$ cat config.mk
export PLATFORM = sky130hd
export DESIGN_NAME = robot_controller
export DESIGN_NICKNAME = d
export VERILOG_FILES = /design/src/rtl/robot_controller.sv
export SDC_FILE = /design/constraint.sdc
export NUM_CORES = 1
export LEC_CHECK = 0
export ABC_AREA = 1
export CAP_MARGIN = 20
export CORE_MARGIN = 5
export CORE_UTILIZATION = 55
export DETAILED_ROUTE_END_ITERATION = 8
export GPL_TIMING_DRIVEN = 0
export PLACE_DENSITY = 0.81
export SYNTH_ARGS = -nofsm -noshare
export SYNTH_HDL_FRONTEND = slang
export SYNTH_SLANG_ARGS = --single-unit
$ cat constraint.sdc
create_clock -name clock -period 3.2 [get_ports clock]
set_input_delay 0.32 -clock clock [delete_from_list [all_inputs] [get_ports clock]]
set_output_delay 0.32 -clock clock [all_outputs]
set_load 0.1 [all_outputs]
$ cat src/rtl/robot_controller.sv
// Step-by-step decision logic for the Mundo robot: one sensor sample in, one action out.
// Left-hand wall following with dirt cleaning, heading tracking and trap latching.
//
// state      | meaning
// SEARCH     | no wall found yet, drive straight until blocked
// FOLLOW     | keeping a wall on the left
// AFTER_LEFT | just turned left around a corner, try to step into the opening
// CLEAN      | busy cleaning, samples refused until the clean timer expires
// HALT       | trap detected, frozen until reset
module robot_controller #(
  parameter int CLEAN_CYCLES = 4,
  parameter int TRAP_TURNS   = 4,
  parameter int CNT_W        = 16
) (
  input  logic             clock,
  input  logic             reset,
  input  logic             sensor_valid,
  input  logic             head,
  input  logic             left,
  input  logic             under,
  output logic             ctrl_ready,
  output logic             action_valid,
  output logic             act_move,
  output logic             act_turn_left,
  output logic             act_turn_right,
  output logic             act_clean,
  output logic [1:0]       heading,
  output logic             trapped,
  output logic [CNT_W-1:0] move_count
);

  typedef enum logic [2:0] {SEARCH, FOLLOW, AFTER_LEFT, CLEAN, HALT} state_t;

  localparam int TW = $clog2(TRAP_TURNS + 1);
  localparam int CW = $clog2(CLEAN_CYCLES + 1);

  localparam logic [1:0] H_N = 2'b00;
  localparam logic [1:0] H_S = 2'b01;
  localparam logic [1:0] H_E = 2'b10;
  localparam logic [1:0] H_W = 2'b11;

  state_t        state;
  state_t        ret_state;
  state_t        nxt_state;
  logic [TW-1:0] turn_cnt;
  logic [CW-1:0] clean_tmr;
  logic          dec_move;
  logic          dec_left;
  logic          dec_right;
  logic          dec_clean;
  logic          accept;
  logic          trap_hit;

  function automatic logic [1:0] rot_right(input logic [1:0] h);
    case (h)
      H_N:     return H_E;
      H_E:     return H_S;
      H_S:     return H_W;
      default: return H_N;
    endcase
  endfunction

  function automatic logic [1:0] rot_left(input logic [1:0] h);
    case (h)
      H_N:     return H_W;
      H_W:     return H_S;
      H_S:     return H_E;
      default: return H_N;
    endcase
  endfunction

  always_comb begin
    dec_move  = 1'b0;
    dec_left  = 1'b0;
    dec_right = 1'b0;
    dec_clean = 1'b0;
    nxt_state = state;
    if (under) begin
      dec_clean = 1'b1;
      nxt_state = CLEAN;
    end else begin
      case (state)
        SEARCH: begin
          if (!head) dec_move = 1'b1;
          else begin
            dec_right = 1'b1;
            nxt_state = FOLLOW;
          end
        end
        FOLLOW: begin
          if (!left) begin
            dec_left  = 1'b1;
            nxt_state = AFTER_LEFT;
          end else if (!head) dec_move = 1'b1;
          else dec_right = 1'b1;
        end
        AFTER_LEFT: begin
          nxt_state = FOLLOW;
          if (!head) dec_move = 1'b1;
          else dec_right = 1'b1;
        end
        default: ;
      endcase
    end
  end

  // Trap fires on the right turn that brings the counter up to TRAP_TURNS.
  assign trap_hit = dec_right && (turn_cnt == TW'(TRAP_TURNS - 1));
  assign accept   = sensor_valid && ctrl_ready;

  always_ff @(posedge clock or posedge reset) begin
    if (reset) begin
      state          <= SEARCH;
      ret_state      <= SEARCH;
      ctrl_ready     <= 1'b1;
      action_valid   <= 1'b0;
      act_move       <= 1'b0;
      act_turn_left  <= 1'b0;
      act_turn_right <= 1'b0;
      act_clean      <= 1'b0;
      heading        <= H_N;
      trapped        <= 1'b0;
      move_count     <= '0;
      turn_cnt       <= '0;
      clean_tmr      <= '0;
    end else begin
      action_valid   <= 1'b0;
      act_move       <= 1'b0;
      act_turn_left  <= 1'b0;
      act_turn_right <= 1'b0;
      act_clean      <= 1'b0;
      case (state)
        CLEAN: begin
          if (clean_tmr != '0) clean_tmr <= clean_tmr - 1'b1;
          else begin
            state      <= ret_state;
            ctrl_ready <= 1'b1;
          end
        end
        HALT: ctrl_ready <= 1'b0;
        default: begin
          if (accept) begin
            action_valid   <= 1'b1;
            act_move       <= dec_move;
            act_turn_left  <= dec_left;
            act_turn_right <= dec_right;
            act_clean      <= dec_clean;
            ctrl_ready     <= 1'b0;
            state          <= trap_hit ? HALT : nxt_state;
            trapped        <= trap_hit;
            if (dec_move) begin
              turn_cnt <= '0;
              if (move_count != '1) move_count <= move_count + 1'b1;
            end
            if (dec_right) begin
              turn_cnt <= turn_cnt + 1'b1;
              heading  <= rot_right(heading);
            end
            if (dec_left) heading <= rot_left(heading);
            if (dec_clean) begin
              ret_state <= state;
              clean_tmr <= CW'(CLEAN_CYCLES);
            end
          end else begin
            ctrl_ready <= 1'b1;
          end
        end
      endcase
    end
  end

endmodule

==> run metrics, run 1 <==
outcome=finished clean; worst-path maximum fanout=3; clock sink total=37; Tightest Pin Transition=0.985 ns; Initial Utilization=57.1%; async set-or-reset flop fraction in the synthesized netlist=100%; Total Wirelength=4380 µm; htree depth=2; final setup fails=0; DRT iter0 DRCs=106; WL/cell=approximately 12 µm; total track usage=19.1%; Detailed Routing Iterations Pass 1=4; CP endpoint kind=primary output; Setup CP Type=reg -> out; floorplan core area=around 3700 µm²; worst setup margin=0.884 ns; CP Data Required Time=~2.9 ns; skew final=0.00729 ns; number of buffers and inverters on the critical path=1; Arr. time, crit path=2.00 ns; largest net degree at the start of global routing=38; Pwr Density=940 nW/µm²; I/O pins=31; relative max-transition margin=34.1%; Rows=22; die area=a little over 5000 µm²; min-delay worst type=reg -> reg; area growth from synthesis to layout=22.6%; layout cell share with drive strength beyond 1=a little over a tenth; Synth Register Bits=37; total power=approximately 2.4 mW; via/cell ratio=a little over 5; top cell type's share of synthesized area=42.8%; PortBufs=30; Post-Syn Instances=265; pre-CTS setup slack=1.20 ns; worst vdd ir=a little over 0.7 mV; ys flop type=dfrtp_1; most common library cells after synthesis=nand2_1, dfrtp_1, inv_1; largest area contributor in the netlist=dfrtp_1; Synth area leaders=dfrtp_1, nand2_1, inv_1; # Post-CTS Setup Buffers=0; Fmax=432 MHz; crit share post-route=between 70% and 80%; final-stage net count=316; post-route ant nets=0; Yosys cell types=29; RSZ-0062 raised after global routing=no; slowest stage delay, CP=~1.2 ns; Final GP Congestion=0.878; Antenna Diode Count=0; Post-Layout Cell Count=between 300 and 400; Syn. warnings=0; CP Cell Sequence=clkdlybuf4s50_1; die width=71.9 µm; Root Buffer=clkbuf_8; most common cell in the netlist=nand2_1; # DRC=0; EDFF count, synth=0; CTS Buf Count=5; Leak=between 1 and 1.5 nW; placed insts=343; die span in y=71.9 µm; Tmin final=roughly 2.3 ns; Post-Syn Nets=~280; Post-DP HPWL=3220 µm; Clock Latency Late Sink=0.30 ns; critical path's slowest cell=clkdlybuf4s50_1; Worst Setup Start Kind=flop; clock-pin slew on the worst setup and hold paths=0.07 ns; synthesized area per cell=7.95 µm²; # resized after CTS=0; Post-CTS Hold Buffers=0; vias in the first global route=1768; initial antenna violation count=0; sequential area share after synthesis=~44%; via count=around 1800; TNS Setup=0 ns; Max Slew Vio Count=0; first-pass GRT wire length=7830 µm; GR Overflow Total=0; clock buffer depth=2; maxcap violations=0; CTS tree=yes; Syn Std Cell Area=2110 µm²; Final Hold Viols=0; largest delay contributor family on the critical path=buffers and inverters
layout by cell type, fill, tap and decap left out, types with 5 or more instances in the layout:
cell	n
o21ai_1	6
dfrtp_1	36
inv_2	5
clkdlybuf4s50_1	30
nand3_1	15
ha_1	8
nor2_1	20
clkbuf_8	6
o21ai_0	17
nand2_1	90
inv_1	26
xor2_1	5
flip-flops by register name (all words and copies together), names as in the netlist, 2 cells and up:
signal,flops
turn_cnt,3
heading,2
ret_state,3
move_count,16
state,3
clean_tmr,3
per-layer routing:
metal,GRT usage (%),up-vias,share of wire (%)
li1,-,911,-
met1,23.5,832,43
met2,32.1,40,50
met3,5.82,8,5.2
met4,5.85,0,1.5
met5,0,-,0
power by group:
part	internal [mW]	leakage [nW]	switching, mW
registers	0.613	0.482	0.124
logic	0.341	0.723	0.928
clock network	0.254	0.0585	0.169
metrics by stage:
step | hold slack (ns) | cell area, µm² | utilization [%]
finish | 0.473 | 2580 | 70.0
global route | 0.518 | 2580 | 70.0
CTS | 0.476 | 2580 | 70.0
global placement | 0.464 | 2470 | 66.9
detailed placement | 0.463 | 2470 | 66.9
floorplan | 0.445 | 2110 | -
worst paths after layout:
path	end	depth (start not counted)	start	slack, ns
min in group asynchronous	move_count[13]$_DFFE_PP0P_	2	reset	0.48
setup / recovery	ctrl_ready	1	ctrl_ready$_DFFE_PP1N_	0.88
hold / removal	clean_tmr[0]$_DFFE_PP0P_	1	clean_tmr[0]$_DFFE_PP0P_	0.47
max in group asynchronous	clean_tmr[0]$_DFFE_PP0P_	2	reset	2.24
setup reg to reg	move_count[0]$_DFFE_PP0P_	8	move_count[0]$_DFFE_PP0P_	1.42
hold reg to reg	clean_tmr[0]$_DFFE_PP0P_	1	clean_tmr[0]$_DFFE_PP0P_	0.47
cells by family (layout without fill, tap and decap cells):
logic type                 Yosys count  in the layout  share of synthesized area [%]
xor gates and xnor gates             9              9                           4.10
and+or+nand+nor                    149            149                           33.1
AOI/OAI and AO/OA                   28             28                           6.95
DFF                                 37             37                           44.0
adders and majority gates            8              8                           4.75
buffers and inverters               34             72                           7.13
cell type report:
type / instances / area [µm²]
Timing Repair Buffer: 30 / 300
Inverter: 31 / 116
Fill cell: 311 / 1100
Buffer: 3 / 33.8
Clock inverter: 1 / 30.0
Multi-Input combinational cell: 194 / 1030
Tap cell: 48 / 60.1
Clock buffer: 7 / 86.3
Sequential cell: 37 / 927
No activity file was read; power rests on OpenSTA's default activity.
==> run 2, diff against run 1 <==
- CORE_UTILIZATION: 55 -> 49
- PLACE_DENSITY: 0.81 -> 0.76
- clock period: 3.2 -> 2 ns (I/O delays scaled with it)
==> run 2 against run 1 <==
  * Non-clock buffer count grew 1
  * Final cell count grew 0.85%
  * Combinational power grew 54%
  * Die area grew 10%
  * Global-route usage shrank 1.7 points
  * Sequential share of layout area grew 0.59 points
  * Clock power grew 19%
  * Wire length shrank 1.8%
  * Clock-buffer cell count shrank 2
  * Hold slack lost 0.079 ns
  * Critical endpoint is now action_valid
==> run metrics, run 2 (synthesis results as in run 1) <==
Leak=1.34 nW (was 1.26 nW); layout cell share with drive strength beyond 1=13.8% (was 10.6%); worst-path maximum fanout=1 (was 3); outcome=finished clean (unchanged); via count=1793 (was 1791); R2R depth=8 (unchanged); maxcap violations=0 (unchanged); die width=75.6 µm (was 71.9 µm); commonest non-fill, non-tap cell in the layout=nand2_1 (unchanged); Final GP Congestion=0.853 (was 0.878); Detailed Routing Iterations Pass 1=4 (unchanged); largest net degree at the start of global routing=22 (was 38); crit share post-route=between 90% and 100%; Arr. time, crit path=1.74 ns (was 2.00 ns); # Post-CTS Setup Buffers=0 (unchanged); Rows=23 (was 22); RSZ-0062 raised after global routing=no (unchanged); vias in the first global route=1743 (was 1768); Post-DP HPWL=3400 µm (was 3220 µm); first-pass GRT wire length=7590 µm (was 7830 µm); Pwr Density=1410 nW/µm² (was 940 nW/µm²); relative max-transition margin=34.7% (was 34.1%); post-route ant nets=0 (unchanged); Sw Pwr=1.93 mW (was 1.22 mW); part of the power in registers=32.6% (was 30.3%); Post-CTS Hold Buffers=0 (unchanged); total track usage=17.4% (was 19.1%); max reg flops=16 (unchanged); number of buffers and inverters on the critical path=1 (unchanged); floorplan core area=4090 µm² (was 3690 µm²); initial antenna violation count=0 (unchanged); Tmin final=roughly 2 ns; Root Buffer=clkbuf_8 (unchanged); min-delay worst type=in -> async (was reg -> reg); most frequent cells in the layout=nand2_1, inv_1, dfrtp_1, nor2_1, dlygate4sd2_1 (was nand2_1, dfrtp_1, clkdlybuf4s50_1, inv_1, nor2_1); switch share=53.0% (was 50.3%); Clock Latency Late Sink=0.29 ns (was 0.30 ns); worst vdd ir=0.720 mV (was 0.725 mV); combinational cell fraction of total power=53.5% (was 52.3%); die area=5710 µm² (was 5170 µm²); skew final=0.00678 ns (was 0.00729 ns); area growth from synthesis to layout=22.1% (was 22.6%); slowest stage delay, CP=1.13 ns (was 1.15 ns); Placed Area=2510 µm² (was 2470 µm²); I/O pins=31 (unchanged); CP endpoint kind=primary output (unchanged); critical path's slowest cell=clkdlybuf4s50_1 (unchanged); r2r setup slk=0.32 ns (was 1.42 ns); CP Cell Sequence=clkdlybuf4s50_1 (unchanged); WL/cell=12.1 µm (was 12.5 µm); Design Area, Final=2570 µm² (was 2580 µm²); FF-to-FF Start=move_count[0]$_DFFE_PP0P_ (unchanged); htree depth=2 (unchanged); Initial Utilization=51.6% (was 57.1%); GR Overflow Total=0 (unchanged); die span in y=75.6 µm (was 71.9 µm); fillers=372 (was 311); Worst Setup Start Kind=flop (unchanged); Final Hold Viols=0 (unchanged); clock-pin slew on the worst setup and hold paths=0.07 ns (about the same); Antenna Diode Count=0 (unchanged); clock buffer depth=2 (unchanged); CTS Buf Count=5 (unchanged); PortBufs=30 (unchanged); DRT iter0 DRCs=102 (was 106); Fmax=515 MHz; Tightest Pin Transition=0.976 ns (was 0.985 ns); via/cell ratio=5.06 (was 5.10); CP Data Required Time=1.80 ns (was 2.88 ns); TNS Setup=0 ns (unchanged); clock sink total=37 (unchanged); # DRC=0 (unchanged); Total Wirelength=4300 µm (was 4380 µm); largest reg by FF count=move_count (unchanged); Max Slew Vio Count=0 (unchanged); clock power share=13.9% (was 17.4%); Setup CP Type=reg -> out (unchanged); internal cell power=1.71 mW (was 1.21 mW); final setup fails=0 (unchanged); reg2reg end=move_count[0]$_DFFE_PP0P_ (unchanged); CTS tree=yes (unchanged); final-stage net count=317 (was 316); largest delay contributor family on the critical path=buffers and inverters (unchanged)
-- run 2: cell count changes in the layout (fill, tap and decap cells not counted), sizes merged --
cell	before	now
clkbuf	7	5
clkinvlp	0	1
buf	3	4
dlygate4sd2	0	20
clkinv	0	2
dlymetal6s2s	0	1
clkdlybuf4s50	30	9
bufinv	1	0
-- run 2: worst max-delay path by stage --
stage	from	end	slack, ns	cells past startpoint
4_1_cts	act_clean$_DFF_PP0_	act_clean	0.01	1
5_1_grt	act_turn_left$_DFF_PP0_	act_turn_left	0.02	1
3_5_place_dp	under	move_count[9]$_DFFE_PP0P_	0.13	9
6_report	action_valid$_DFF_PP0_	action_valid	0.06	1
2_1_floorplan	move_count[8]$_DFFE_PP0P_	move_count[0]$_DFFE_PP0P_	0.002	7
3_3_place_gp	reset	move_count[0]$_DFFE_PP0P_	0.05	2
-- run 2: timing repair --
| item | 4_1_cts | 5_1_grt |
|---|---|---|
| gates resized for setup | 20 | 1 |
| endpoints found under the setup margin | 20 | 1 |
| cloned | 0 | 0 |
-- run 2: power by group through the flow --
stage               clock (mW)  combinational (mW)  sequential [mW]
floorplan                    0               0.760             2.01
global placement             0                1.99             1.19
detailed placement           0                2.04             1.20
CTS                      0.524                1.97             1.19
global route             0.553                2.14             1.21
finish                   0.504                1.95             1.19
-- run 2: through the flow --
stage          hold WS (ns)  power, mW  instances  utilization (%)  setup slack (ns)
3_5_place_dp          0.478       3.24        346             61.4             0.128
2_1_floorplan         0.370       2.77        265                -           0.00207
6_report              0.395       3.64        354             63.0            0.0572
5_1_grt               0.480       3.91        354             63.0            0.0158
3_3_place_gp          0.463       3.18        345             60.7            0.0486
4_1_cts               0.426       3.68        354             62.9            0.0143
-- run 2: final cells by class --
type / instances / area (µm²) / area share (%)
inverter: 31 / 116 / 4.52
tap: 50 / 62.6 / 2.43
buffer: 3 / 33.8 / 1.31
timing repair buffer: 31 / 305 / 11.9
sequential: 37 / 938 / 36.5
clock inverter: 3 / 17.5 / 0.681
multi-input combinational: 194 / 1030 / 40.0
clock buffer: 5 / 68.8 / 2.68
-- run 2: per-layer routing --
metal | track usage [%] | vias up | part of all wire, %
li1 | - | 917 | -
met1 | 21.8 | 833 | 45
met2 | 28.7 | 33 | 48
met3 | 3.17 | 10 | 4.5
met4 | 8.74 | 0 | 2.2
met5 | 0 | - | 0
==> run 3, diff against run 2 <==
- CELL_PAD_IN_SITES_DETAIL_PLACEMENT: default -> 0
- CELL_PAD_IN_SITES_GLOBAL_PLACEMENT: default -> 1
- CORE_UTILIZATION: 49 -> 40
- PLACE_DENSITY: 0.76 -> default
- PLACE_DENSITY_LB_ADDON: default -> 0.1
- clock period: 2 -> 1.85 ns (I/O delays scaled with it)
==> run 3 against run 2 <==
  * Final cell count grew 5.4%
  * Die area up 19%
  * Sequential cell count is the same
  * Worst setup slack gained 0.00063 ns
  * Critical path depth unchanged
  * Utilization fell by 12 points
  * Global-route usage is 1.5 points lower
  * Design area grew 1.7%
  * Register-to-register slack worse by 0.15 ns
  * Sequential power grew 9%
  * Power up 13%
  * Sequential share of layout area is 0.059 points higher
  * Largest cell class unchanged
  * Highest routed layer unchanged
==> run metrics, run 3 (synthesis results as in run 1) <==
commonest non-fill, non-tap cell in the layout=nand2_1 (unchanged); area growth from synthesis to layout=24.2% (was 22.1%); Detailed Routing Iterations Pass 1=4 (unchanged); RSZ-0062 raised after global routing=no (unchanged); DRT iter0 DRCs=63 (was 102); outcome=finished clean (unchanged); Post-CTS Hold Buffers=0 (unchanged); Tightest Pin Transition=0.966 ns (was 0.976 ns); min-delay worst type=in -> async (unchanged); clock buffer depth=2 (unchanged); via/cell ratio=4.73 (was 5.06); Clock Latency Late Sink=0.29 ns (about the same); crit share post-route=96.9%; most frequent cells in the layout=nand2_1, inv_1, dlygate4sd2_1, nor2_1, dfrtp_1 (was nand2_1, inv_1, dfrtp_1, nor2_1, dlygate4sd2_1); Total Wirelength=4650 µm (was 4300 µm); CTS Buf Count=5 (unchanged); relative max-transition margin=35.9% (was 34.7%); initial antenna violation count=0 (unchanged); Root Buffer=clkbuf_8 (unchanged); Initial Utilization=41.3% (was 51.6%); Post-Layout Cell Count=373 (was 354); CP endpoint kind=primary output (unchanged); post-route ant nets=0 (unchanged); final setup fails=0 (unchanged); Max Slew Vio Count=0 (unchanged); first-pass GRT wire length=8230 µm (was 7590 µm); die width=82.6 µm (was 75.6 µm); floorplan core area=5110 µm² (was 4090 µm²); largest delay contributor family on the critical path=buffers and inverters (unchanged); fillers=528 (was 372); layout cell share with drive strength beyond 1=17.2% (was 13.8%); skew final=0.00857 ns (was 0.00678 ns); Arr. time, crit path=1.61 ns (was 1.74 ns); vias in the first global route=1741 (was 1743); die area=6820 µm² (was 5710 µm²); number of buffers and inverters on the critical path=1 (unchanged); worst-path maximum fanout=5 (was 1); Antenna Diode Count=0 (unchanged); Fmax=between 500 and 600 MHz; R2R depth=9 (was 8); CTS tree=yes (unchanged); largest net degree at the start of global routing=38 (was 22); Final Hold Viols=0 (unchanged); Leak=1.33 nW (was 1.34 nW); clock sink total=37 (unchanged); switch share=51.4% (was 53.0%); WL/cell=12.5 µm (was 12.1 µm); Pwr Density=1580 nW/µm² (was 1410 nW/µm²); FF-to-FF Start=move_count[0]$_DFFE_PP0P_ (unchanged); Worst Setup Start Kind=flop (unchanged); max reg flops=16 (unchanged); part of the power in registers=31.6% (was 32.6%); htree depth=2 (unchanged); clock power share=17.6% (was 13.9%); Final GP Congestion=0.812 (was 0.853); die span in y=82.6 µm (was 75.6 µm); final-stage net count=316 (was 317); PortBufs=30 (unchanged); Rows=26 (was 23); Sw Pwr=2.12 mW (was 1.93 mW); # DRC=0 (unchanged); placed insts=365 (was 346); worst vdd ir=0.978 mV (was 0.720 mV); clock-pin slew on the worst setup and hold paths=0.08 ns (was 0.07 ns); r2r setup slk=0.17 ns (was 0.32 ns); Setup CP Type=reg -> out (unchanged); via count=1766 (was 1793); GR Overflow Total=0 (unchanged); maxcap violations=0 (unchanged); total power=4.12 mW (was 3.64 mW); I/O pins=31 (unchanged); combinational cell fraction of total power=50.8% (was 53.5%); reg2reg end=move_count[5]$_DFFE_PP0P_ (was move_count[0]$_DFFE_PP0P_); TNS Setup=0 ns (unchanged); critical path's slowest cell=dlygate4sd2_1 (was clkdlybuf4s50_1); internal cell power=2.00 mW (was 1.71 mW); total track usage=15.9% (was 17.4%); Post-DP HPWL=3570 µm (was 3400 µm); Tmin final=1.79 ns; largest reg by FF count=move_count (unchanged); slowest stage delay, CP=0.86 ns (was 1.13 ns); Hold Worst Slack=0.363 ns (was 0.395 ns); CP Data Required Time=1.66 ns (was 1.80 ns); CP Cell Sequence=dlygate4sd2_1 (was clkdlybuf4s50_1)
-- run 3: cell types whose count changed in the layout (fill, tap and decap cells not counted), sizes merged --
cell,delta
clkdlybuf4s50,-4
dlygate4sd2,+3
clkdlybuf4s15,+2
buf,-1
bufinv,+1
clkinv,-1
dlymetal6s2s,-1
-- run 3: timing repair --
item | 4_1_cts | 5_1_grt
pin swaps | 0 | 0
setup endpoints to repair | 25 | 2
buffers inserted | 0 | 0
gates cloned | 0 | 0
resized for setup | 27 | 2
-- run 3: how the worst max path moves through the flow --
| stage | startpoint | end | slack, ns | cells past startpoint |
|---|---|---|---|---|
| CTS | move_count[0]$_DFFE_PP0P_ | move_count[0] | 0.04 | 1 |
| global route | move_count[0]$_DFFE_PP0P_ | move_count[0] | 0.02 | 1 |
| floorplan | move_count[0]$_DFFE_PP0P_ | move_count[0]$_DFFE_PP0P_ | 0.001 | 8 |
| finish | move_count[0]$_DFFE_PP0P_ | move_count[0] | 0.06 | 1 |
| detailed placement | ctrl_ready$_DFFE_PP1N_ | ctrl_ready | -0.06 | 1 |
| global placement | reset | move_count[1]$_DFFE_PP0P_ | -0.29 | 2 |
-- run 3: through the flow --
| stage | worst slack (ns) | instance area, µm² | util [%] |
|---|---|---|---|
| 4_1_cts | 0.0380 | 2610 | 51.2 |
| 3_5_place_dp | -0.0648 | 2530 | 49.5 |
| 3_3_place_gp | -0.285 | 2530 | 49.5 |
| 2_1_floorplan | 0.00130 | 2140 | - |
| 5_1_grt | 0.0208 | 2620 | 51.2 |
| 6_report | 0.0578 | 2620 | 51.2 |
-- run 3: power by group through the flow --
stage                     logic [mW]  clock network, mW  registers (mW)
after floorplan                0.823                  0            2.20
after global routing            2.29              0.787            1.35
after detailed placement        2.21                  0            1.32
final                           2.10              0.726            1.30
after CTS                       2.12              0.750            1.31
after global placement          2.18                  0            1.32
-- run 3: layout make-up --
cell class / instances / area [µm²] / area share [%]
buffer: 3 / 33.8 / 1.29
timing repair buffer: 30 / 273 / 10.4
tap: 70 / 87.6 / 3.35
clock buffer: 5 / 68.8 / 2.63
multi-input combinational: 194 / 1030 / 39.6
clock inverter: 3 / 46.3 / 1.77
sequential: 37 / 956 / 36.5
inverter: 31 / 116 / 4.45
-- run 3: per-layer routing --
layer  vias to the layer above  wire length (µm)  global-route usage (%)
met5                         -                 0                       0
met4                         0                53                    4.41
met3                         6               207                    3.80
met2                        32              2140                    25.5
met1                       816              2250                    21.4
li1                        912                 -                       -
